## src/rtl/dmm_region_alloc_if.sv

```systemverilog
// ---------------------------------------------------------------------------
// dmm_region_alloc_if
//
// Request/response bundle between a requesting processor and the
// dmm_region_alloc region allocator.
//
//   malloc      requester -> allocator  allocate request
//   free        requester -> allocator  release request
//   req_size    requester -> allocator  words requested (malloc)
//   req_tag     requester -> allocator  tag to bind (malloc) or release (free)
//   busy        allocator -> requester  request in flight
//   mack        allocator -> requester  one-cycle malloc completion pulse
//   frack       allocator -> requester  one-cycle free completion pulse
//   merr        allocator -> requester  malloc failed, valid with mack
//   ferr        allocator -> requester  free failed, valid with frack
//   alloc_addr  allocator -> requester  granted base address, held until next mack
//
// Modports: master = requester side, slave = allocator side.
// ---------------------------------------------------------------------------
interface dmm_region_alloc_if #(
    parameter int SIZE_W = 7,
    parameter int TAG_W  = 3,
    parameter int ADDR_W = 9
);
    logic              malloc;
    logic              free;
    logic [SIZE_W-1:0] req_size;
    logic [TAG_W-1:0]  req_tag;
    logic              busy;
    logic              mack;
    logic              frack;
    logic              merr;
    logic              ferr;
    logic [ADDR_W-1:0] alloc_addr;

    modport master (
        output malloc, free, req_size, req_tag,
        input  busy, mack, frack, merr, ferr, alloc_addr
    );

    modport slave (
        input  malloc, free, req_size, req_tag,
        output busy, mack, frack, merr, ferr, alloc_addr
    );
endinterface

```

## src/rtl/dmm_region_alloc.sv

```systemverilog
// ---------------------------------------------------------------------------
// dmm_region_alloc
//
// Region allocator for dynamic memory management. Serves malloc/free
// requests against NUM_REGIONS equal regions of a flat address space using
// a bump pointer per region. Each live allocation is bound to a requester
// tag so a free needs only the tag. Space is reclaimed when the top-most
// allocation of a region is freed, or when the region's live count drops
// to zero.
//
// Ports:
//   clk    clock, all state on the rising edge
//   reset  synchronous, active-low reset
//   bus    dmm_region_alloc_if.slave (malloc/free/req_size/req_tag in,
//          busy/mack/frack/merr/ferr/alloc_addr out)
//
// Build option:
//   DMM_BEST_FIT_EN  defined   -> best fit (smallest remaining that fits,
//                                 ties to the lowest region index)
//                    undefined -> first fit (lowest region index that fits)
//   Latency is identical in both builds.
//
// Request flow: IDLE -> SEARCH -> COMMIT -> RESP -> IDLE. The ack pulse is
// registered out of RESP, so it appears in the cycle the FSM is back in
// IDLE; busy stays high through that cycle and a new request is accepted
// on the edge that ends it.
// ---------------------------------------------------------------------------
module dmm_region_alloc #(
    parameter int NUM_REGIONS  = 6,
    parameter int REGION_WORDS = 64,
    parameter int NUM_TAGS     = 8
) (
    input  logic                clk,
    input  logic                reset,
    dmm_region_alloc_if.slave   bus
);

    localparam int ADDR_W = $clog2(NUM_REGIONS * REGION_WORDS);
    localparam int SIZE_W = $clog2(REGION_WORDS + 1);
    localparam int TAG_W  = $clog2(NUM_TAGS);
    localparam int REG_W  = (NUM_REGIONS > 1) ? $clog2(NUM_REGIONS) : 1;
    localparam int LIVE_W = $clog2(NUM_TAGS + 1);

    localparam logic [SIZE_W-1:0] RW = SIZE_W'(REGION_WORDS);

    typedef enum logic [1:0] {
        S_IDLE,
        S_SEARCH,
        S_COMMIT,
        S_RESP
    } state_t;

    state_t state_q, state_d;

    // Latched request
    logic              op_malloc_q;
    logic [SIZE_W-1:0] size_q;
    logic [TAG_W-1:0]  tag_q;

    // Registered search result
    logic              sel_err_q;
    logic [REG_W-1:0]  sel_region_q;
    logic [ADDR_W-1:0] sel_addr_q;

    // Per-region state
    logic [SIZE_W-1:0] ptr_q  [NUM_REGIONS];
    logic [LIVE_W-1:0] live_q [NUM_REGIONS];

    // Per-tag state
    logic              tag_valid_q  [NUM_TAGS];
    logic [REG_W-1:0]  tag_region_q [NUM_TAGS];
    logic [SIZE_W-1:0] tag_off_q    [NUM_TAGS];
    logic [SIZE_W-1:0] tag_size_q   [NUM_TAGS];

    // Output registers
    logic              busy_q;
    logic              mack_q;
    logic              frack_q;
    logic              merr_q;
    logic              ferr_q;
    logic [ADDR_W-1:0] addr_q;

    logic accept;
    assign accept = (state_q == S_IDLE) && (bus.malloc || bus.free);

    // ------------------------------------------------------------------
    // Region search over the latched size
    // ------------------------------------------------------------------
    logic              fit_found;
    logic [REG_W-1:0]  fit_region;
    logic [ADDR_W-1:0] fit_addr;
    logic [SIZE_W-1:0] rem_c;
`ifdef DMM_BEST_FIT_EN
    logic [SIZE_W-1:0] fit_rem;
`endif

    always_comb begin
        fit_found  = 1'b0;
        fit_region = '0;
        fit_addr   = '0;
        rem_c      = '0;
`ifdef DMM_BEST_FIT_EN
        fit_rem    = '0;
`endif
        for (int unsigned i = 0; i < NUM_REGIONS; i++) begin
            rem_c = RW - ptr_q[i];
`ifdef DMM_BEST_FIT_EN
            // Strict '<' keeps the lowest index on equal remaining space.
            if ((rem_c >= size_q) && (!fit_found || (rem_c < fit_rem))) begin
                fit_found  = 1'b1;
                fit_region = REG_W'(i);
                fit_rem    = rem_c;
                fit_addr   = ADDR_W'(i * REGION_WORDS) + ADDR_W'(ptr_q[i]);
            end
`else
            if ((rem_c >= size_q) && !fit_found) begin
                fit_found  = 1'b1;
                fit_region = REG_W'(i);
                fit_addr   = ADDR_W'(i * REGION_WORDS) + ADDR_W'(ptr_q[i]);
            end
`endif
        end
    end

    // ------------------------------------------------------------------
    // Tag lookup and error qualification
    // ------------------------------------------------------------------
    logic              tag_in_range;
    logic              tag_cur_valid;
    logic [REG_W-1:0]  fr_region;
    logic [SIZE_W-1:0] fr_off;
    logic [SIZE_W-1:0] fr_size;
    logic              malloc_err;
    logic              free_err;
    logic              search_err;

    always_comb begin
        tag_in_range  = 32'(tag_q) < 32'(NUM_TAGS);
        tag_cur_valid = 1'b0;
        fr_region     = '0;
        fr_off        = '0;
        fr_size       = '0;
        if (tag_in_range) begin
            tag_cur_valid = tag_valid_q[tag_q];
            fr_region     = tag_region_q[tag_q];
            fr_off        = tag_off_q[tag_q];
            fr_size       = tag_size_q[tag_q];
        end
        malloc_err = (size_q == '0) || (size_q > RW) || !tag_in_range
                     || tag_cur_valid || !fit_found;
        free_err   = !tag_cur_valid;
        search_err = op_malloc_q ? malloc_err : free_err;
    end

    // ------------------------------------------------------------------
    // FSM
    // ------------------------------------------------------------------
    always_ff @(posedge clk) begin
        if (!reset) begin
            state_q <= S_IDLE;
        end else begin
            state_q <= state_d;
        end
    end

    always_comb begin
        state_d = state_q;
        unique case (state_q)
            S_IDLE:   if (accept) state_d = S_SEARCH;
            S_SEARCH: state_d = S_COMMIT;
            S_COMMIT: state_d = S_RESP;
            S_RESP:   state_d = S_IDLE;
            default:  state_d = S_IDLE;
        endcase
    end

    // ------------------------------------------------------------------
    // Datapath, tables and registered outputs
    // ------------------------------------------------------------------
    always_ff @(posedge clk) begin
        if (!reset) begin
            op_malloc_q  <= 1'b0;
            size_q       <= '0;
            tag_q        <= '0;
            sel_err_q    <= 1'b0;
            sel_region_q <= '0;
            sel_addr_q   <= '0;
            busy_q       <= 1'b0;
            mack_q       <= 1'b0;
            frack_q      <= 1'b0;
            merr_q       <= 1'b0;
            ferr_q       <= 1'b0;
            addr_q       <= '0;
            for (int unsigned r = 0; r < NUM_REGIONS; r++) begin
                ptr_q[r]  <= '0;
                live_q[r] <= '0;
            end
            for (int unsigned t = 0; t < NUM_TAGS; t++) begin
                tag_valid_q[t]  <= 1'b0;
                tag_region_q[t] <= '0;
                tag_off_q[t]    <= '0;
                tag_size_q[t]   <= '0;
            end
        end else begin
            mack_q  <= 1'b0;
            frack_q <= 1'b0;
            merr_q  <= 1'b0;
            ferr_q  <= 1'b0;

            unique case (state_q)
                S_IDLE: begin
                    // busy also covers the ack cycle and drops at its end
                    // unless a new request is taken on that same edge.
                    busy_q <= accept;
                    if (accept) begin
                        // malloc wins when both are asserted; free is dropped
                        op_malloc_q <= bus.malloc;
                        size_q      <= bus.req_size;
                        tag_q       <= bus.req_tag;
                    end
                end

                S_SEARCH: begin
                    sel_err_q    <= search_err;
                    sel_region_q <= fit_region;
                    sel_addr_q   <= fit_addr;
                end

                S_COMMIT: begin
                    if (!sel_err_q) begin
                        if (op_malloc_q) begin
                            tag_valid_q[tag_q]    <= 1'b1;
                            tag_region_q[tag_q]   <= sel_region_q;
                            tag_off_q[tag_q]      <= ptr_q[sel_region_q];
                            tag_size_q[tag_q]     <= size_q;
                            ptr_q[sel_region_q]   <= ptr_q[sel_region_q] + size_q;
                            live_q[sel_region_q]  <= live_q[sel_region_q] + LIVE_W'(1);
                        end else begin
                            tag_valid_q[tag_q] <= 1'b0;
                            live_q[fr_region]  <= live_q[fr_region] - LIVE_W'(1);
                            if (live_q[fr_region] == LIVE_W'(1)) begin
                                ptr_q[fr_region] <= '0;
                            end else if ((fr_off + fr_size) == ptr_q[fr_region]) begin
                                ptr_q[fr_region] <= fr_off;
                            end
                        end
                    end
                end

                S_RESP: begin
                    mack_q  <= op_malloc_q;
                    frack_q <= !op_malloc_q;
                    merr_q  <= op_malloc_q && sel_err_q;
                    ferr_q  <= !op_malloc_q && sel_err_q;
                    if (op_malloc_q && !sel_err_q) begin
                        addr_q <= sel_addr_q;
                    end
                end

                default: ;
            endcase
        end
    end

    assign bus.busy       = busy_q;
    assign bus.mack       = mack_q;
    assign bus.frack      = frack_q;
    assign bus.merr       = merr_q;
    assign bus.ferr       = ferr_q;
    assign bus.alloc_addr = addr_q;

endmodule

```

## src/flat_wrapper.sv

```systemverilog
// flat-port wrapper written by rule: the top's interface ports become plain ports
module dmm_region_alloc_flat 
#(
    parameter int NUM_REGIONS  = 6,
    parameter int REGION_WORDS = 64,
    parameter int NUM_TAGS     = 8
)
  (clk, reset, bus_malloc, bus_free, bus_req_size, bus_req_tag, bus_busy, bus_mack, bus_frack, bus_merr, bus_ferr, bus_alloc_addr);
  dmm_region_alloc_if #(.SIZE_W(($clog2(REGION_WORDS + 1))), .TAG_W(($clog2(NUM_TAGS))), .ADDR_W(($clog2(NUM_REGIONS * REGION_WORDS)))) bus_i ();
  input  logic clk;
  input  logic reset;
  input wire logic [$bits(bus_i.malloc)-1:0] bus_malloc;
  input wire logic [$bits(bus_i.free)-1:0] bus_free;
  input wire logic [$bits(bus_i.req_size)-1:0] bus_req_size;
  input wire logic [$bits(bus_i.req_tag)-1:0] bus_req_tag;
  output wire logic [$bits(bus_i.busy)-1:0] bus_busy;
  output wire logic [$bits(bus_i.mack)-1:0] bus_mack;
  output wire logic [$bits(bus_i.frack)-1:0] bus_frack;
  output wire logic [$bits(bus_i.merr)-1:0] bus_merr;
  output wire logic [$bits(bus_i.ferr)-1:0] bus_ferr;
  output wire logic [$bits(bus_i.alloc_addr)-1:0] bus_alloc_addr;
  assign bus_i.malloc = bus_malloc;
  assign bus_i.free = bus_free;
  assign bus_i.req_size = bus_req_size;
  assign bus_i.req_tag = bus_req_tag;
  assign bus_busy = bus_i.busy;
  assign bus_mack = bus_i.mack;
  assign bus_frack = bus_i.frack;
  assign bus_merr = bus_i.merr;
  assign bus_ferr = bus_i.ferr;
  assign bus_alloc_addr = bus_i.alloc_addr;
  dmm_region_alloc #(.NUM_REGIONS(NUM_REGIONS), .REGION_WORDS(REGION_WORDS), .NUM_TAGS(NUM_TAGS)) u_core (.clk(clk), .reset(reset), .bus(bus_i));
endmodule
```

## config.mk

```make
export PLATFORM = sky130hd
export DESIGN_NAME = dmm_region_alloc_flat
export DESIGN_NICKNAME = d
export VERILOG_FILES = /design/src/rtl/dmm_region_alloc_if.sv /design/src/rtl/dmm_region_alloc.sv /design/src/flat_wrapper.sv
export SDC_FILE = /design/constraint.sdc
export NUM_CORES = 1
export LEC_CHECK = 0
export BUFFER_PORTS_ARGS = -buffer_cell sky130_fd_sc_hd__buf_4
export CAP_MARGIN = 20
export CORE_ASPECT_RATIO = 0.9
export CORE_MARGIN = 8
export CORE_UTILIZATION = 49
export DETAILED_ROUTE_END_ITERATION = 6
export GPL_TIMING_DRIVEN = 0
export HOLD_SLACK_MARGIN = 0.08
export PLACE_DENSITY_LB_ADDON = 0.15
export SYNTH_ARGS = -nofsm -noshare
export SYNTH_HDL_FRONTEND = slang
export SYNTH_SLANG_ARGS = --single-unit
```

## constraint.sdc

```tcl
create_clock -name clk -period 16.1 [get_ports clk]
set_input_delay 1.61 -clock clk [delete_from_list [all_inputs] [get_ports clk]]
set_output_delay 1.61 -clock clk [all_outputs]
set_load 0.01 [all_outputs]
```

==> results.sh <==
export IMPL_dr_wl_met3_mm=3.362
export IMPL_drc=0
export IMPL_period_share_pct=47.60
export IMPL_setup_viol=0
export IMPL_place_area_um2=15780
export IMPL_finalSetupTns_ps=0
export IMPL_crit_family="buffers and inverters"
export IMPL_ys_ff_latch=278
export IMPL_drt_wl_total_mm=43.38
export IMPL_setup_ws_ps=8436
export IMPL_crit_chain="buf_4 -> buf_1 -> clkbuf_1 -> buf_1 -> mux4_2 -> mux2_2 -> ha_1 -> inv_1 -> fa_1 -> nor2b_1 -> o21ai_0 -> a21oi_1 -> o21a_1 -> or3_1 -> and3_1 -> o211ai_1 -> o31ai_4 -> a211o_1 -> buf_2 -> o21ai_0"
export IMPL_grt_max_degree=18
export IMPL_cts_setup_buffers=0
export IMPL_vias=10700
export IMPL_cts_sinks=278
export IMPL_track_usage_pct=23.27
export IMPL_critical_path_buf_inv_count=6
export IMPL_core_area_um2=30610
export IMPL_final_common_cell="edfxtp_1"
export IMPL_slowest_delay_ps=840
export IMPL_numCtsBuffers=30
export IMPL_finalPower_uw=2234
export IMPL_die_y_um=182.3
export IMPL_syn_instance_count=1294
export IMPL_routed_wl_met2_mm=19.61
export IMPL_ctsLongestPathBuffers=3
export IMPL_drv_slew=0
export IMPL_cts_tree="yes"
export IMPL_antenna_found_initial=0
export IMPL_synth_edf_count=224
export IMPL_htree_levels=1
export IMPL_drt_pass1_iterations=5
export IMPL_grt_pass1_wl_mm=65.12
export IMPL_clk_latency_ps=570
export IMPL_final_nets=1439
export IMPL_maxCapViolCount=0
export IMPL_design_area_um2=16730
export IMPL_viasPerCell=5.987
export IMPL_fmax_mhz=130.5
export IMPL_syn2layout_area_growth_pct=11.14
export IMPL_critPathSlowestCell="buf_1"
export IMPL_tightest_slew_ps=1056
export IMPL_hold_violations=0
export IMPL_top_layer_used="met4"
export IMPL_post_place_ws_ps=8365
export IMPL_status="complete, no violations"
export IMPL_start_kind="flip-flop"
export IMPL_die_w_um=200.7
export IMPL_grt_pass1_vias=10420
export IMPL_drtAntennaViolNets=0
export IMPL_layout_common_cells="224 x edfxtp_1, 207 x nor2_1, 100 x nand2_1, 79 x mux2i_1, 68 x ha_1"
export IMPL_fill_cells=2663
export IMPL_slew_limit_headroom_pct=27.58
export IMPL_antenna_cells=0
export IMPL_fin_skew_ps=22.15
export IMPL_synthArstFlopShare_pct=0
export IMPL_period_needed_ps=7664
export IMPL_synthesis_area_um2=15050
export IMPL_vdd_drop_max_mv=0.08907
export IMPL_p_leak_uw=0.006328
export IMPL_rsz0062_at_grt="no"
export IMPL_worst_ep_required_time_ps=16280
export IMPL_synth_net_count=1378
export IMPL_synth_cell_type_count=58
export IMPL_cp_arrival_ps=7840
export IMPL_drive_gt1_share_pct=12.62
export IMPL_initial_core_util_pct=49.18
export IMPL_place_hpwl_mm=31.41
export IMPL_hold_path_class="reg2reg"
export IMPL_end_kind="flip-flop"
export IMPL_ys_seq_area_share_pct=51.87
export IMPL_avgSynthCellArea_um2=11.63
export IMPL_pwr_density_cell_nw_per_um2=133.5
export IMPL_io_pins=28
export IMPL_critical_path_max_fanout=10
export IMPL_yosysWarnings=0
export IMPL_drt_iter0_markers=1286
export IMPL_ctsResizeCount=0
export IMPL_final_core_utilization_pct=54.65
export IMPL_cts_hold_buffers=0
export IMPL_rows=61
export IMPL_port_buffers=27
export IMPL_critPathKind="reg2reg"
export IMPL_dieArea_um2=36590
export IMPL_yosys_most_used_dff="edfxtp_1"
export IMPL_grt_ovfl_total=0
export IMPL_cts_root_buf="clkbuf_16"
export IMPL_detail_route_wl_per_cell_um=24.26
export IMPL_clkTransAtPathRegs_ps=60
export IMPL_met1Wirelength_mm=19.16
export IMPL_place_gp_congestion=0.9381
[cell usage after synthesis, types with 4 or more instances]
master	number	share of area, %
a211oi_1	8	0.40
a21o_1	27	1.3
a21oi_1	38	1.3
a22oi_1	13	0.65
a31oi_1	15	0.62
and2_1	30	1.2
and3_1	12	0.50
buf_1	9	0.22
buf_2	8	0.27
clkbuf_1	43	1.1
dfxtp_1	54	7.2
edfxtp_1	224	45
ha_1	68	5.7
inv_1	42	1.0
inv_2	4	0.10
mux2_2	16	1.2
mux2i_1	79	5.3
mux4_2	58	8.7
nand2_1	100	2.5
nand2b_1	13	0.54
nand3_1	31	1.0
nand3b_1	5	0.25
nand4_1	4	0.17
nor2_1	207	5.2
nor2b_1	10	0.42
nor3_1	28	0.93
nor4_1	9	0.37
o211ai_1	4	0.20
o21a_1	8	0.40
o21ai_0	23	0.76
o22ai_1	5	0.21
o32ai_1	6	0.35
or3_1	6	0.25
xnor2_1	32	1.9
xor2_1	19	1.1
[worst paths after layout]
kind / start / to / slack (ps) / depth (start not counted)
setup / recovery: flip-flop / u_core.ptr_q[4][3]$_SDFFCE_PN0P_ / 8440 / 20
hold / removal: u_core.tag_valid_q[2]$_DFF_P_ / u_core.tag_valid_q[2]$_DFF_P_ / 480 / 2
setup reg to reg: flip-flop / u_core.ptr_q[4][3]$_SDFFCE_PN0P_ / 8440 / 20
hold reg to reg: u_core.tag_valid_q[2]$_DFF_P_ / u_core.tag_valid_q[2]$_DFF_P_ / 480 / 2
[report_power, final]
part	internal [uW]	switching, uW
clock	378	288
sequential	823	46.0
combinational	274	424
total	1480	758
[kinds of logic (layout without fill, tap and decap cells)]
kind of cell	count (synthesis)	in the layout	share of synthesized area (%)
DFF	278	278	51.87
xor gates and xnor gates	51	51	2.968
adders and majority gates	70	70	5.919
AOI/OAI and AO/OA	165	165	7.258
muxes	153	153	15.13
and+or+nand+nor	465	465	13.89
buffers and inverters	112	197	2.959
[metal layers]
metal,vias to the layer above,GRT usage (%)
met5,-,0
met4,0,6.765
met3,83,3.722
met2,437,36.26
met1,5311,33.32
li1,4873,-
[worst reg2reg max path: stages, from the launching register on]
cell and delay (ps):
dfxtp_1 300, buf_4 180, buf_1 700, clkbuf_1 790, buf_1 840, mux4_2 600, mux2_2 310, ha_1 230
inv_1 80, fa_1 200, nor2b_1 50, o21ai_0 230, a21oi_1 130, o21a_1 220, or3_1 370, and3_1 190
o211ai_1 390, o31ai_4 170, a211o_1 310, buf_2 190, o21ai_0 780
[flip-flops by register name (all words and copies together), names as in the netlist, 2 cells and up, named ones only]
name                   cells
u_core.ptr_q              56
u_core.tag_off_q          56
u_core.tag_size_q         56
u_core.live_q             32
u_core.tag_region_q       24
u_core.bus.alloc_addr      9
u_core.sel_addr_q          9
u_core.tag_valid_q         8
u_core.size_q              7
u_core.sel_region_q        3
u_core.tag_q               3
u_core.state_q             2
[area by class of cell]
class / count / area, um^2 / share of cell area [%]
clock inverters: 14 / 111.4 / 0.6657
flip-flops and latches: 278 / 7807 / 46.68
well taps: 409 / 511.7 / 3.059
repair buffers: 29 / 211.5 / 1.264
clock buffers: 42 / 835.8 / 4.997
multi-input cells: 904 / 6804 / 40.68
plain buffers: 63 / 261.5 / 1.563
inverters: 49 / 183.9 / 1.100
[per-stage QoR]
stage                     std cells  hold slack, ps
after floorplan                1294           442.0
after global placement         1730           456.4
after detailed placement       1731           463.4
after CTS                      1787           473.0
after global routing           1788           483.9
final                          1788           475.8
(Power assumes the default switching activity.)
